$ cat config.mk
export PLATFORM = sky130hd
export DESIGN_NAME = twi_seq
export DESIGN_NICKNAME = d
export VERILOG_FILES = /design/src/rtl/twi_seq_pkg.sv /design/src/rtl/twi_seq_rr_arb.sv /design/src/rtl/twi_seq.sv
export SDC_FILE = /design/constraint.sdc
export NUM_CORES = 1
export LEC_CHECK = 0
export ABC_AREA = 1
export CAP_MARGIN = 40
export CORE_AREA = 2 2 91 93
export DETAILED_ROUTE_END_ITERATION = 10
export DIE_AREA = 0 0 93 95
export PLACE_DENSITY = 0.78
export SYNTH_ARGS = -nofsm -noshare
export SYNTH_HDL_FRONTEND = slang
export SYNTH_SLANG_ARGS = --single-unit
$ cat constraint.sdc
create_clock -name clk -period 2.76 [get_ports clk]
set_input_delay 0.552 -clock clk [delete_from_list [all_inputs] [get_ports clk]]
set_output_delay 0.552 -clock clk [all_outputs]
set_load 0.01 [all_outputs]
$ cat src/rtl/twi_seq_pkg.sv
// Shared types and constants for the TWI transaction sequencer: FSM states,
// transaction step codes, TWI master register map and response error codes.
package twi_seq_pkg;

    typedef enum logic [3:0] {
        ST_INIT_BAUD, ST_INIT_EN, ST_IDLE, ST_SEND, ST_WAITW, ST_RESTART, ST_WAITC,
        ST_RECV, ST_WAITR, ST_RDDAT, ST_STOP, ST_DONE, ST_TO_DIS, ST_TO_EN
    } state_e;

    typedef enum logic [2:0] {
        STEP_ADDRW, STEP_REG, STEP_WDAT, STEP_RESTART, STEP_ADDRR, STEP_STOP
    } step_e;

    // TWI master window offsets and bit positions (io_s_h.v TWI_MASTER_* layout)
    localparam int TWI_MASTER_CTRLA  = 0;
    localparam int TWI_MASTER_CTRLC  = 2;
    localparam int TWI_MASTER_STATUS = 3;
    localparam int TWI_MASTER_BAUD   = 4;
    localparam int TWI_MASTER_DATA   = 6;

    localparam int TWI_MASTER_RIF_BP   = 7;
    localparam int TWI_MASTER_WIF_BP   = 6;
    localparam int TWI_MASTER_RXACK_BP = 4;

    localparam logic [7:0] TWI_MASTER_ENABLE_BM = 8'h08;
    localparam logic [7:0] TWI_MASTER_ACKACT_BM = 8'h04;
    localparam logic [1:0] TWI_CMD_NOACT     = 2'b00;
    localparam logic [1:0] TWI_CMD_REPSTART  = 2'b01;
    localparam logic [1:0] TWI_CMD_RECVTRANS = 2'b10;
    localparam logic [1:0] TWI_CMD_STOP      = 2'b11;

    localparam logic [1:0] RSP_ERR_OK      = 2'b00;
    localparam logic [1:0] RSP_ERR_ADDR    = 2'b01;
    localparam logic [1:0] RSP_ERR_DATA    = 2'b10;
    localparam logic [1:0] RSP_ERR_TIMEOUT = 2'b11;

    function automatic logic is_wait(input state_e s);
        return (s == ST_WAITW) || (s == ST_WAITC) || (s == ST_WAITR);
    endfunction

endpackage

$ cat src/rtl/twi_seq_rr_arb.sv
// Two-way round-robin arbiter; the pointer names the requester preferred next
// and flips to the other one after every grant.
module twi_seq_rr_arb (
    input  logic       clk,
    input  logic       rst,
    input  logic [1:0] req,
    input  logic       en,
    output logic [1:0] gnt
);

    logic ptr_q, ptr_d;

    // grant selection and pointer update
    always_comb begin
        gnt   = 2'b00;
        ptr_d = ptr_q;
        if (en) begin
            if (req[ptr_q]) begin
                gnt = ptr_q ? 2'b10 : 2'b01;
            end else if (req[~ptr_q]) begin
                gnt = ptr_q ? 2'b01 : 2'b10;
            end else begin
                gnt = 2'b00;
            end
            if (gnt[0]) begin
                ptr_d = 1'b1;
            end else if (gnt[1]) begin
                ptr_d = 1'b0;
            end else begin
                ptr_d = ptr_q;
            end
        end else begin
            ptr_d = ptr_q;
        end
    end

    // pointer register
    always_ff @(posedge clk or posedge rst) begin
        if (rst) begin
            ptr_q <= 1'b0;
        end else begin
            ptr_q <= ptr_d;
        end
    end

endmodule

$ cat src/rtl/twi_seq.sv
// TWI transaction sequencer: sole master of the TWI window, arbitrates two
// requesters and runs complete register write/read transactions.
// Optional: define TWI_SEQ_TIMEOUT_EN to bound every wait state by TIMEOUT_CYC.
module twi_seq
    import twi_seq_pkg::*;
#(
    parameter int          TWI_ADDRESS       = 0,
    parameter int          BUS_ADDR_DATA_LEN = 16,
    parameter logic [7:0]  BAUD_INIT         = 8'd24,
    parameter logic [19:0] TIMEOUT_CYC       = 20'hFFFFF
) (
    input  logic                         clk,
    input  logic                         rst,
    input  logic [1:0]                   req_valid,
    output logic [1:0]                   req_ready,
    input  logic [1:0]                   req_rw,
    input  logic [13:0]                  req_dev,
    input  logic [15:0]                  req_reg,
    input  logic [15:0]                  req_wdata,
    output logic                         rsp_valid,
    output logic                         rsp_id,
    output logic [7:0]                   rsp_rdata,
    output logic [1:0]                   rsp_err,
    output logic                         busy,
    output logic [BUS_ADDR_DATA_LEN-1:0] m_addr,
    output logic                         m_wr,
    output logic                         m_rd,
    output logic [7:0]                   m_dout,
    input  logic [7:0]                   m_din
);

    localparam int AW = BUS_ADDR_DATA_LEN;
    localparam logic [AW-1:0] A_CTRLA  = AW'(TWI_ADDRESS + TWI_MASTER_CTRLA);
    localparam logic [AW-1:0] A_CTRLC  = AW'(TWI_ADDRESS + TWI_MASTER_CTRLC);
    localparam logic [AW-1:0] A_STATUS = AW'(TWI_ADDRESS + TWI_MASTER_STATUS);
    localparam logic [AW-1:0] A_BAUD   = AW'(TWI_ADDRESS + TWI_MASTER_BAUD);
    localparam logic [AW-1:0] A_DATA   = AW'(TWI_ADDRESS + TWI_MASTER_DATA);

    state_e          state_q, state_d;
    step_e           step_q, step_d;
    logic            id_q, id_d, rw_q, rw_d;
    logic [6:0]      dev_q, dev_d;
    logic [7:0]      reg_q, reg_d, wdata_q, wdata_d, rdata_q, rdata_d;
    logic [1:0]      err_q, err_d;
    logic [AW-1:0]   m_addr_q, m_addr_d;
    logic            m_wr_q, m_wr_d, m_rd_q, m_rd_d;
    logic [7:0]      m_dout_q, m_dout_d;
    logic [1:0]      req_ready_q, req_ready_d;
    logic            rsp_valid_q, rsp_valid_d, rsp_id_q, rsp_id_d;
    logic [7:0]      rsp_rdata_q, rsp_rdata_d;
    logic [1:0]      rsp_err_q, rsp_err_d;
    logic            busy_q, busy_d;
    logic [1:0]      gnt_s;
    logic [7:0]      tx_byte_s;
`ifdef TWI_SEQ_TIMEOUT_EN
    logic [19:0]     tmo_q, tmo_d;
`endif

    twi_seq_rr_arb u_arb (
        .clk (clk),
        .rst (rst),
        .req (req_valid),
        .en  (state_q == ST_IDLE),
        .gnt (gnt_s)
    );

    // byte placed on the bus by the SEND state for the current step
    always_comb begin
        case (step_q)
            STEP_ADDRW: tx_byte_s = {dev_q, 1'b0};
            STEP_REG:   tx_byte_s = reg_q;
            STEP_WDAT:  tx_byte_s = wdata_q;
            STEP_ADDRR: tx_byte_s = {dev_q, 1'b1};
            default:    tx_byte_s = 8'h00;
        endcase
    end

    // sequencer next state and registered bus/response outputs;
    // a poll result is valid in m_din only while the previous cycle's m_rd_q is high
    always_comb begin
        state_d = state_q;  step_d = step_q;  id_d = id_q;  rw_d = rw_q;
        dev_d = dev_q;  reg_d = reg_q;  wdata_d = wdata_q;  rdata_d = rdata_q;  err_d = err_q;
        m_addr_d = '0;  m_wr_d = 1'b0;  m_rd_d = 1'b0;  m_dout_d = 8'h00;
        req_ready_d = 2'b00;  rsp_valid_d = 1'b0;
        rsp_id_d = rsp_id_q;  rsp_rdata_d = rsp_rdata_q;  rsp_err_d = rsp_err_q;
        case (state_q)
            ST_INIT_BAUD: begin
                m_wr_d = 1'b1;  m_addr_d = A_BAUD;  m_dout_d = BAUD_INIT;  state_d = ST_INIT_EN;
            end
            ST_INIT_EN: begin
                m_wr_d = 1'b1;  m_addr_d = A_CTRLA;  m_dout_d = TWI_MASTER_ENABLE_BM;  state_d = ST_IDLE;
            end
            ST_IDLE: begin
                if (gnt_s != 2'b00) begin
                    req_ready_d = gnt_s;
                    id_d    = gnt_s[1];
                    rw_d    = gnt_s[1] ? req_rw[1] : req_rw[0];
                    dev_d   = gnt_s[1] ? req_dev[13:7] : req_dev[6:0];
                    reg_d   = gnt_s[1] ? req_reg[15:8] : req_reg[7:0];
                    wdata_d = gnt_s[1] ? req_wdata[15:8] : req_wdata[7:0];
                    rdata_d = 8'h00;
                    err_d   = RSP_ERR_OK;
                    step_d  = STEP_ADDRW;
                    state_d = ST_SEND;
                end else begin
                    state_d = ST_IDLE;
                end
            end
            ST_SEND: begin
                m_wr_d = 1'b1;  m_addr_d = A_DATA;  m_dout_d = tx_byte_s;  state_d = ST_WAITW;
            end
            ST_WAITW: begin
                if (m_rd_q && m_din[TWI_MASTER_WIF_BP]) begin
                    if (m_din[TWI_MASTER_RXACK_BP]) begin
                        err_d = ((step_q == STEP_ADDRW) || (step_q == STEP_ADDRR)) ? RSP_ERR_ADDR : RSP_ERR_DATA;
                        state_d = ST_STOP;
                    end else begin
                        case (step_q)
                            STEP_ADDRW: begin step_d = STEP_REG;  state_d = ST_SEND; end
                            STEP_REG: begin
                                if (rw_q) begin
                                    state_d = ST_RESTART;
                                end else begin
                                    step_d = STEP_WDAT;  state_d = ST_SEND;
                                end
                            end
                            STEP_ADDRR: state_d = ST_RECV;
                            default:    state_d = ST_STOP;
                        endcase
                    end
                end else begin
                    m_rd_d = 1'b1;  m_addr_d = A_STATUS;
                end
            end
            ST_RESTART: begin
                m_wr_d = 1'b1;  m_addr_d = A_CTRLC;  m_dout_d = {6'b000000, TWI_CMD_REPSTART};
                step_d = STEP_RESTART;  state_d = ST_WAITC;
            end
            ST_WAITC: begin
                if (m_rd_q && (m_din[1:0] == TWI_CMD_NOACT)) begin
                    if (step_q == STEP_RESTART) begin
                        step_d = STEP_ADDRR;  state_d = ST_SEND;
                    end else begin
                        state_d = ST_DONE;
                    end
                end else begin
                    m_rd_d = 1'b1;  m_addr_d = A_CTRLC;
                end
            end
            ST_RECV: begin
                m_wr_d = 1'b1;  m_addr_d = A_CTRLC;
                m_dout_d = TWI_MASTER_ACKACT_BM | {6'b000000, TWI_CMD_RECVTRANS};
                state_d = ST_WAITR;
            end
            ST_WAITR: begin
                if (m_rd_q && m_din[TWI_MASTER_RIF_BP]) begin
                    state_d = ST_RDDAT;
                end else begin
                    m_rd_d = 1'b1;  m_addr_d = A_STATUS;
                end
            end
            ST_RDDAT: begin
                if (m_rd_q) begin
                    rdata_d = m_din;  state_d = ST_STOP;
                end else begin
                    m_rd_d = 1'b1;  m_addr_d = A_DATA;
                end
            end
            ST_STOP: begin
                m_wr_d = 1'b1;  m_addr_d = A_CTRLC;  m_dout_d = {6'b000000, TWI_CMD_STOP};
                step_d = STEP_STOP;  state_d = ST_WAITC;
            end
            ST_DONE: begin
                rsp_valid_d = 1'b1;  rsp_id_d = id_q;  rsp_rdata_d = rdata_q;  rsp_err_d = err_q;
                state_d = ST_IDLE;
            end
            ST_TO_DIS: begin
                m_wr_d = 1'b1;  m_addr_d = A_CTRLA;  m_dout_d = 8'h00;  state_d = ST_TO_EN;
            end
            ST_TO_EN: begin
                m_wr_d = 1'b1;  m_addr_d = A_CTRLA;  m_dout_d = TWI_MASTER_ENABLE_BM;  state_d = ST_DONE;
            end
            default: state_d = ST_IDLE;
        endcase
`ifdef TWI_SEQ_TIMEOUT_EN
        tmo_d = is_wait(state_q) ? (tmo_q + 20'd1) : 20'd0;
        if (is_wait(state_q) && (tmo_q == TIMEOUT_CYC)) begin
            m_rd_d = 1'b0;  m_addr_d = '0;  err_d = RSP_ERR_TIMEOUT;  state_d = ST_TO_DIS;
        end else begin
            err_d = err_d;
        end
`endif
        busy_d = (state_d != ST_IDLE);
    end

    // state, transaction context and output registers
    always_ff @(posedge clk or posedge rst) begin
        if (rst) begin
            state_q <= ST_INIT_BAUD;  step_q <= STEP_ADDRW;  id_q <= 1'b0;  rw_q <= 1'b0;
            dev_q <= 7'h00;  reg_q <= 8'h00;  wdata_q <= 8'h00;  rdata_q <= 8'h00;  err_q <= 2'b00;
            m_addr_q <= '0;  m_wr_q <= 1'b0;  m_rd_q <= 1'b0;  m_dout_q <= 8'h00;
            req_ready_q <= 2'b00;  rsp_valid_q <= 1'b0;  rsp_id_q <= 1'b0;
            rsp_rdata_q <= 8'h00;  rsp_err_q <= 2'b00;  busy_q <= 1'b1;
`ifdef TWI_SEQ_TIMEOUT_EN
            tmo_q <= 20'd0;
`endif
        end else begin
            state_q <= state_d;  step_q <= step_d;  id_q <= id_d;  rw_q <= rw_d;
            dev_q <= dev_d;  reg_q <= reg_d;  wdata_q <= wdata_d;  rdata_q <= rdata_d;  err_q <= err_d;
            m_addr_q <= m_addr_d;  m_wr_q <= m_wr_d;  m_rd_q <= m_rd_d;  m_dout_q <= m_dout_d;
            req_ready_q <= req_ready_d;  rsp_valid_q <= rsp_valid_d;  rsp_id_q <= rsp_id_d;
            rsp_rdata_q <= rsp_rdata_d;  rsp_err_q <= rsp_err_d;  busy_q <= busy_d;
`ifdef TWI_SEQ_TIMEOUT_EN
            tmo_q <= tmo_d;
`endif
        end
    end

    assign m_addr    = m_addr_q;
    assign m_wr      = m_wr_q;
    assign m_rd      = m_rd_q;
    assign m_dout    = m_dout_q;
    assign req_ready = req_ready_q;
    assign rsp_valid = rsp_valid_q;
    assign rsp_id    = rsp_id_q;
    assign rsp_rdata = rsp_rdata_q;
    assign rsp_err   = rsp_err_q;
    assign busy      = busy_q;

endmodule
Word-level counts from Yosys, hierarchy flattened
Index checks and enable logic that the tools add are counted.
- bits in registers: 84
- input port bits: 60
- output and inout bits: 41
- logic and storage cells: 129
- $lt $le $gt $ge: 2
- equality and inequality tests: 27
- muxes and demuxes: 58
- bitwise gates (word level): 1
- reductions and logical operators: 21
- operator list (operator ; number):
    8-bit one-hot mux with 6 select lines ; 1
    4-bit one-hot mux with 11 select lines ; 1
    8-bit two-way mux ; 4
    8-bit one-hot mux with 4 select lines ; 1
    2-bit two-way mux ; 15
    4-bit equality test (second input constant) ; 6
    3-bit two-way mux ; 8
    4-bit two-way mux ; 6
    3-bit one-hot mux with 7 select lines ; 1
    4-bit by 3-bit equality test with 1-bit output (second input constant) ; 4
    8-bit one-hot mux with 2 select lines ; 1
    3-bit one-hot mux with 5 select lines ; 1
    1-bit two-way mux ; 14
    2-bit != test (second input constant) ; 7
    4-bit one-hot mux with 3 select lines ; 1
    4-bit by 2-bit equality test with 1-bit output (second input constant) ; 2
    8-bit AND reduction ; 1
    2-bit nonzero test ; 4
    8-bit OR reduction ; 1
    7-bit two-way mux ; 1
    3-bit by 2-bit equality test with 1-bit output (second input constant) ; 2
    3-bit != test (second input constant) ; 2
    3-bit one-hot mux with 2 select lines ; 1
    5-bit nonzero test ; 1
    other kinds (18) ; 23

Longest topological paths before layout
Gate-level depths: netlist (run 1).
- depth in word-level cells: 11
- mapped depth: 11
- depth with buffers taken out: 10

Cells and area by module
Synthesis (run 1) repeated with hierarchy kept, for this count alone.
- cells, all modules: 462
- area, all modules: 3603.5 um2
- by module, submodules not included (module ; instances ; cells each ; area each (um2) ; sequential area each (um2)):
    twi_seq ; 1 ; 450 ; 3535.9 ; 1752.9
    twi_seq_rr_arb ; 1 ; 12 ; 67.6 ; 25.0

Worst setup path after synthesis (run 1)
OpenSTA, ideal clock, no wires.
- path kind: input to register
- start point: input req_valid[0]
- end point: register dev_q[3]
- library setup time: 126 ps
- arrival time: 1307 ps
- required time: 2634 ps
- setup slack: 1326 ps
- cell stages on the path: 8
- path buffers: 1
- cells stage by stage: inv_1 -> a21oi_1 -> nor2_1 -> nand2_4 -> inv_4 -> buf_2 -> nor2_1 -> o22ai_2
- cells in the longest elaborated chain, start to end: 8
- elaborated cells on any way between the ends: 11
- classes of those cells: mux: 9; reduce/logical: 2
- RTL lines (element ; line ; text):
    start: declaration ; twi_seq.sv:14 ; input logic [1:0] req_valid,
    1-bit two-way mux (implied by the code) (2 in series) ; twi_seq_rr_arb.sv:20 ; end else if (req[~ptr_q]) begin
    2-bit two-way mux ; twi_seq_rr_arb.sv:20 ;
    2-bit two-way mux (*) ; twi_seq_rr_arb.sv:18 ; if (req[ptr_q]) begin
    2-bit two-way mux (*) (2 in series) ; twi_seq_rr_arb.sv:17 ; if (en) begin
    2-bit nonzero test ; twi_seq.sv:94 ; if (gnt_s != 2'b00) begin
    2-bit AND reduction (no line) ; -- ;
    end signal: assignment ; twi_seq.sv:209 ; dev_q <= dev_d; reg_q <= reg_d; wdata_q <= wdata_d; rdata_q <= rdata_d; err_q <= err_d;
    end: declaration ; twi_seq.sv:42 ; logic [6:0] dev_q, dev_d;
Every way passes the cells marked *; elsewhere a longest branch is shown, timed or not. The select of a mux whose other input is x is not followed.
A chain may end at the register's enable or synchronous reset.

Worst setup path after layout (run 1)
- start point: register m_rd_q (netlist: m_rd)
- end point: output m_rd
- RTL lines (element ; line ; text):
    start: declaration ; twi_seq.sv:46 ; logic m_wr_q, m_wr_d, m_rd_q, m_rd_d;
    start signal: assignment ; twi_seq.sv:210 ; m_addr_q <= m_addr_d; m_wr_q <= m_wr_d; m_rd_q <= m_rd_d; m_dout_q <= m_dout_d;
    end: declaration ; twi_seq.sv:27 ; output logic m_rd,
No word-level cell between the ends.

==> results of run 1 <==
==> final cells by class <==
class	count	area, µm²	area share [%]
tap	105	131	2.78
multi-input combinational	292	1510	32.0
inverter	53	206	4.37
clock inverter	3	42.5	0.901
sequential	71	1780	37.6
timing repair buffer	90	906	19.2
clock buffer	13	149	3.15
==> cells by family (layout without fill, tap and decap cells) <==
logic type | Yosys count | in the layout | share of synthesized area (%)
buf+inv | 79 | 159 | 11.3
compound gates | 84 | 84 | 16.2
simple gates | 195 | 195 | 23.8
other cells | 1 | 13 | 0.103
flops | 71 | 71 | 48.6
==> worst min-delay path: stages, from the launching register on <==
cell	delay, ns
dfrtp_1	0.34
nand2_1	0.05
nand2_1	0.04
==> through the flow <==
step	setup slack, ns	util, %	power, mW	std cells	instance area [µm²]
CTS	0.807	59.6	4.56	627	4720
detailed placement	0.565	57.2	3.73	611	4530
finish	0.828	59.6	4.54	627	4720
global placement	0.660	57.2	3.67	611	4530
global route	0.769	59.6	4.88	627	4720
floorplan	0.413	-	3.15	442	3700
==> worst min-delay path by stage <==
stage | startpoint | end | slack, ns
floorplan | u_arb.ptr_q | u_arb.ptr_q | 0.44
global route | rsp_rdata[4] | rsp_rdata[4] | 0.49
CTS | rsp_rdata[4] | rsp_rdata[4] | 0.47
global placement | rsp_rdata[0] | rsp_rdata[0] | 0.45
finish | rsp_rdata[4] | rsp_rdata[4] | 0.47
detailed placement | rsp_rdata[4] | rsp_rdata[4] | 0.46
==> cell usage in the layout, fill, tap and decap left out, drive strengths merged <==
master,instances
nand2,115
clkdlybuf4s50,87
dfrtp,70
nor2,52
inv,51
o21ai,47
nand3,19
o22ai,19
conb,13
clkbuf,13
o221ai,6
a21oi,6
nand4,5
o31ai,4
buf,3
clkinv,3
nor3,2
o211ai,2
nor4,1
nor3b,1
dfstp,1
clkinvlp,1
bufinv,1
==> flip-flops by register name, summed over array words and instances, names as in the netlist, 2 cells and up <==
| signal | cells |
|---|---|
| rdata_q | 8 |
| dev_q | 7 |
| m_dout | 8 |
| rsp_err | 2 |
| wdata_q | 8 |
| req_ready | 2 |
| state_q | 4 |
| m_addr | 3 |
| rsp_rdata | 8 |
| step_q | 3 |
| err_q | 2 |
| reg_q | 8 |
==> layer usage <==
layer / share of wire (%) / vias to the layer above / track usage, %
li1: - / 1539 / -
met1: 44 / 1461 / 26.7
met2: 49 / 94 / 35.4
met3: 4.0 / 20 / 3.35
met4: 3.0 / 0 / 11.5
met5: 0 / - / 0
==> report_power, final <==
part | switching [mW] | internal (mW)
Clock | 0.376 | 0.442
Sequential | 0.204 | 1.41
Combinational | 1.28 | 0.823
Total | 1.86 | 2.67
==> flow_summary.toml, run 1 <==
[critical_path]
critical_path.cell_chain = "clkdlybuf4s50_1"
r2r-start = "state_q[3]"
worstPathArrival_ns = 1.38
crit_start = "m_rd"
worst-path-buf-inv = 1
path_class = "flop to output pin"
crit_family = "buffers and inverters"
max_stage_delay_ns = 0.58
end_kind = "output pin"
required_ns = 2.21
rrSetupSlack_ns = 0.89
endpoint = "m_rd"
worst-path-stages = 1
crit_fanout = 7
r2r_cells = 7
critical_path.slowest_cell = "clkdlybuf4s50_1"
timing.rr.end = "dev_q[5]"
critPathLaunchType = "flop"

[yosys]
netlist_top_cells_count = "nand2_1, dfrtp_1, inv_1, nor2_1"
netlist_area_um2 = 3650
ys_types = 34
ys_warn_count = 0
synth.area.top_cells = "dfrtp_1, nand2_1, inv_1, nor2_1, o21ai_2"
avgSynthCellArea_um2 = 8.50
synthFlopType = "dfrtp_1"
ys_ff_latch = 71
ys_seq_area_share_pct = 48.6
synth.most_common_cell = "nand2_1"
async_flop_share_pct = 100
synth_cells = 430
synth_top_area_cell = "dfrtp_1"
netlist.area_leader.share_pct = 47.9
synth_enable_flop_cells = 0

[clock_network]
cts_tree = "built"
cts-root-buf = "clkbuf_8"
clockBufferDepth = 2
cts_hold_buf = 0
clock_latency_ns = 0.35
cts_buffers = 9
htree_levels = 3
cts-resized-gates = 0
cts.sinks = 71
cts_setup_buffers = 0
clk_pin_slew_worst_paths_ns = 0.07

[cells_and_area]
drive_above_1_share_pct = 13.0
fill_cells = 731
diodes = 0
fin_nets = 577
area_growth_pct = 29.2

[global_route]
grt_pass1_vias = 3079
grt_max_degree = 42
grt_util_all_layers_pct = 21.3
antenna_found_initial = 0
grt.overflow.total = 0
grt_pass1_wl_mm = 14.4

[floorplanning]
die_h_um = 95
die_area_um2 = 8840
start_util_pct = 46.1
rows = 33
fp.dieW_um = 93
core_um2 = 7930
ios = 101

[sta]
fin_setup_tns_ns = 0
worst_slew_pin_slew_ns = 0.604
hold_viol_final = 0
grt_setup_unrepaired = "no"
hold-worst-slack_ns = 0.467
fin_crit_sh_pct = 70.0
maxSlewHeadroom_pct = 59.7
min_period_ns = 1.93
drv_slew = 0
setup_viol = 0
timing.fmax_mhz = 518
skew_ns = 0.0103

[worst_hold_path]
min_path_cells = 2
hp-class = "flop to flop"

[flow_run]
cap_violations = 0

[routing]
wl_mm = 8.85
vias = 3114
vias_per_cell = 4.97
dr.pass1.iters = 5
antenna_left = 0
wl_per_cell_um = 14.1
drc_errors = 0
drt-initial-drc-count = 134

[power]
leakage_nw = 2.22
powerDensity_nw_per_um2 = 960
max-vdd-ir-drop_mv = 0.436

[outcome]
status = "finished, final reports clean"

[placed_design]
io_buffers = 87
hpwl_mm = 6.50
gp_congestion = 0.883
Note: power is estimated with default switching activity, not from simulation.
==> run 2: changes to the inputs <==
==> constraint.sdc (replaced) <==
create_clock -name clk -period 1.9 [get_ports clk]
set_input_delay 0.38 -clock clk [delete_from_list [all_inputs] [get_ports clk]]
set_output_delay 0.38 -clock clk [all_outputs]
set_load 0.01 [all_outputs]
==> flow_summary.toml, run 2 (synthesis results as in run 1) <==
[floorplanning]
fp.dieW_um = 93
die_area_um2 = 8840
core_um2 = 7930
rows = 33
start_util_pct = 46.1
ios = 101
die_h_um = 95

[critical_path]
end_kind = "output pin"
worst-path-buf-inv = 1
crit_fanout = 1
required_ns = 1.52
critical_path.cell_chain = "clkdlybuf4s50_1"
crit_family = "buffers and inverters"
worst-path-stages = 1
critPathLaunchType = "flop"
max_stage_delay_ns = 0.55
critical_path.slowest_cell = "clkdlybuf4s50_1"
worstPathArrival_ns = 1.42
r2r_cells = 5
path_class = "flop to output pin"

[sta]
timing.fmax_mhz = 555
setup_viol = 0
grt_setup_unrepaired = "no"
min_period_ns = 1.80
fin_setup_tns_ns = 0
skew_ns = 0.00866
fin_crit_sh_pct = 94.9
hold_viol_final = 0
drv_slew = 0

[cells_and_area]
fill_cells = 694
final_cell_mix = "nand2_1, clkdlybuf4s50_1, dfrtp_1, nor2_1, inv_1"
final_common_cell = "nand2_1"
final_area_um2 = 4790
area_growth_pct = 31.2
drive_above_1_share_pct = 13.9
diodes = 0
fin_nets = 579

[clock_network]
cts_hold_buf = 0
cts_setup_buffers = 0
cts-root-buf = "clkbuf_8"
cts.sinks = 71
cts_buffers = 9
cts-resized-gates = 0
htree_levels = 3
clock_latency_ns = 0.35
clk_pin_slew_worst_paths_ns = 0.08
clockBufferDepth = 2
cts_tree = "built"

[global_route]
grt_max_degree = 72
antenna_found_initial = 0
grt_util_all_layers_pct = 21.1
grt_pass1_vias = 3010
grt.overflow.total = 0
grt_pass1_wl_mm = 14.2

[power]
max-vdd-ir-drop_mv = 0.898
leakage_nw = 2.25
powerDensity_nw_per_um2 = 1430

[worst_hold_path]
min_path_cells = 2
hp-class = "flop to flop"

[routing]
wl_per_cell_um = 14.0
vias_per_cell = 4.99
wl_mm = 8.80
antenna_left = 0
vias = 3138
drc_errors = 0
dr.pass1.iters = 5
drt-initial-drc-count = 201

[outcome]
status = "finished, final reports clean"

[flow_run]
cap_violations = 0

[placed_design]
placed_cell_area_um2 = 4560
gp_congestion = 0.938
io_buffers = 87
hpwl_mm = 6.48
run 2: layout make-up:
type | count | area, µm² | area share (%)
clock buffer | 11 | 151 | 3.16
tap | 105 | 131 | 2.74
timing repair buffer | 92 | 933 | 19.5
clock inverter | 5 | 80.1 | 1.67
multi-input combinational | 292 | 1510 | 31.5
inverter | 53 | 210 | 4.38
sequential | 71 | 1780 | 37.1
run 2: power by group:
| part | switching [mW] | internal, mW | total, mW |
|---|---|---|---|
| Clock | 0.577 | 0.808 | 1.39 |
| Sequential | 0.274 | 2.04 | 2.32 |
| Combinational | 1.90 | 1.23 | 3.14 |
| Total | 2.75 | 4.08 | 6.84 |
run 2: metal layers:
layer,vias to the layer above,wire [µm],GRT usage (%)
met1,1457,3770,27.3
met5,-,0,0
li1,1550,-,-
met4,0,176,9.31
met2,116,4320,34.8
met3,15,525,3.51
run 2: stage by stage:
step | hold WS [ns] | utilization (%) | worst slack, ns | total power [mW] | instances
after floorplan | 0.442 | - | 0.500 | 4.57 | 442
after global placement | 0.453 | 57.6 | 0.145 | 5.41 | 613
final | 0.471 | 60.5 | 0.0976 | 6.84 | 629
after detailed placement | 0.459 | 57.6 | 0.0936 | 5.47 | 613
after global routing | 0.502 | 60.5 | 0.0622 | 7.35 | 629
after CTS | 0.478 | 60.5 | 0.0672 | 6.87 | 629
run 2: worst paths after layout:
check | from | to | slack [ns]
max | busy | busy | 0.1
min | rsp_rdata[0] | rsp_rdata[0] | 0.47
max reg2reg | step_q[2] | m_dout[0] | 0.21
min reg2reg | rsp_rdata[0] | rsp_rdata[0] | 0.47
max in group asynchronous | rst | busy | 1.10
min in group asynchronous | rst | m_dout[5] | 0.48
==> run 3: changes to the inputs <==
--- a/config.mk
+++ b/config.mk
@@ -8,6 +8,7 @@
 export ABC_AREA = 1
 export CAP_MARGIN = 40
 export CORE_AREA = 2 2 91 93
+export CTS_BUF_LIST = sky130_fd_sc_hd__clkbuf_16
 export DETAILED_ROUTE_END_ITERATION = 10
 export DIE_AREA = 0 0 93 95
 export PLACE_DENSITY = 0.78
==> flow_summary.toml, run 3 (synthesis results as in run 1) <==
[outcome]
status = "finished, final reports clean"

[cells_and_area]
fill_cells = 685
area_growth_pct = 33.4
diodes = 0
drive_above_1_share_pct = 13.5
final_common_cell = "nand2_1"
final_area_um2 = 4880
final_cell_mix = "nand2_1, clkdlybuf4s50_1, dfrtp_1, nor2_1, inv_1"
fin_nets = 579

[critical_path]
rrSetupSlack_ns = 0.22
r2r-start = "state_q[2]"
max_stage_delay_ns = 0.55
critical_path.cell_chain = "clkdlybuf4s50_1"
required_ns = 1.52
timing.rr.end = "rdata_q[4]"
end_kind = "output pin"
crit_family = "buffers and inverters"
worstPathArrival_ns = 1.40
critical_path.slowest_cell = "clkdlybuf4s50_1"
crit_fanout = 1
path_class = "flop to output pin"
r2r_cells = 7
worst-path-buf-inv = 1
critPathLaunchType = "flop"

[placed_design]
gp_congestion = 0.938
io_buffers = 87
placed_cell_area_um2 = 4560
hpwl_mm = 6.48
dp_worst_setup_slack_ns = 0.0936

[global_route]
grt_pass1_wl_mm = 14.5
grt_pass1_vias = 3055
grt_util_all_layers_pct = 21.3
grt.overflow.total = 0
antenna_found_initial = 0
grt_max_degree = 72

[worst_hold_path]
min_from = "rsp_rdata[0]"
hold_end = "rsp_rdata[0]"
min_path_cells = 2
hp-class = "flop to flop"

[routing]
dr.pass1.iters = 5
vias = 3163
drc_errors = 0
wl_per_cell_um = 14.1
wl_mm = 8.87
vias_per_cell = 5.03
drt-initial-drc-count = 213
antenna_left = 0

[sta]
min_period_ns = 1.78
skew_ns = 0.00427
timing.fmax_mhz = 563
hold_viol_final = 0
grt_setup_unrepaired = "no"
setup_viol = 0
fin_ws_ns = 0.123
fin_crit_sh_pct = 93.5
drv_slew = 0
fin_setup_tns_ns = 0

[floorplanning]
die_area_um2 = 8840
rows = 33
start_util_pct = 46.1
core_um2 = 7930
ios = 101
die_h_um = 95
fp.dieW_um = 93

[power]
powerDensity_nw_per_um2 = 1480
leakage_nw = 2.28
max-vdd-ir-drop_mv = 0.994

[clock_network]
htree_levels = 3
cts-resized-gates = 0
cts_tree = "built"
cts_hold_buf = 0
cts-root-buf = "clkbuf_16"
clockBufferDepth = 2
clock_latency_ns = 0.33
cts_buffers = 9
cts_setup_buffers = 0
cts.sinks = 71
clk_pin_slew_worst_paths_ns = 0.06

[flow_run]
cap_violations = 0
[run 3: final cells by class]
class	instances	area (µm²)	area share (%)
clock buffers	9	225	4.62
clock inverters	7	87.6	1.80
inverters	53	210	4.31
multi-input cells	292	1510	31.0
flip-flops and latches	71	1780	36.5
well taps	105	131	2.69
repair buffers	92	933	19.1
[run 3: worst max path at each step]
| stage | startpoint | endpoint | slack, ns | cells past startpoint |
|---|---|---|---|---|
| after floorplan | state_q[2] | rdata_q[2] | 0.50 | 9 |
| after global placement | req_valid[1] | wdata_q[3] | 0.14 | 7 |
| after detailed placement | req_valid[1] | dev_q[4] | 0.09 | 7 |
| after CTS | busy | busy | 0.1 | 1 |
| after global routing | state_q[2] | rdata_q[4] | 0.06 | 7 |
| final | busy | busy | 0.12 | 1 |
[run 3: metrics by stage]
stage / instances / power, mW / hold slack [ns] / utilization, %
after global placement: 613 / 5.41 / 0.453 / 57.6
after global routing: 629 / 7.74 / 0.496 / 61.5
after floorplan: 442 / 4.57 / 0.442 / -
after CTS: 629 / 7.25 / 0.473 / 61.5
final: 629 / 7.22 / 0.466 / 61.5
after detailed placement: 613 / 5.47 / 0.459 / 57.6
[run 3: power by group]
group,internal [mW],total (mW),switching [mW]
Combinational,1.23,3.14,1.91
Sequential,2.05,2.33,0.281
Clock,1.14,1.76,0.622
Total,4.42,7.22,2.81
[run 3: layer usage]
| layer | track usage, % | wire (µm) | vias to the layer above |
|---|---|---|---|
| met2 | 35.4 | 4370 | 115 |
| met4 | 7.35 | 133 | 0 |
| met5 | 0 | 0 | - |
| met3 | 4.39 | 452 | 11 |
| li1 | - | - | 1551 |
| met1 | 27.9 | 3910 | 1486 |
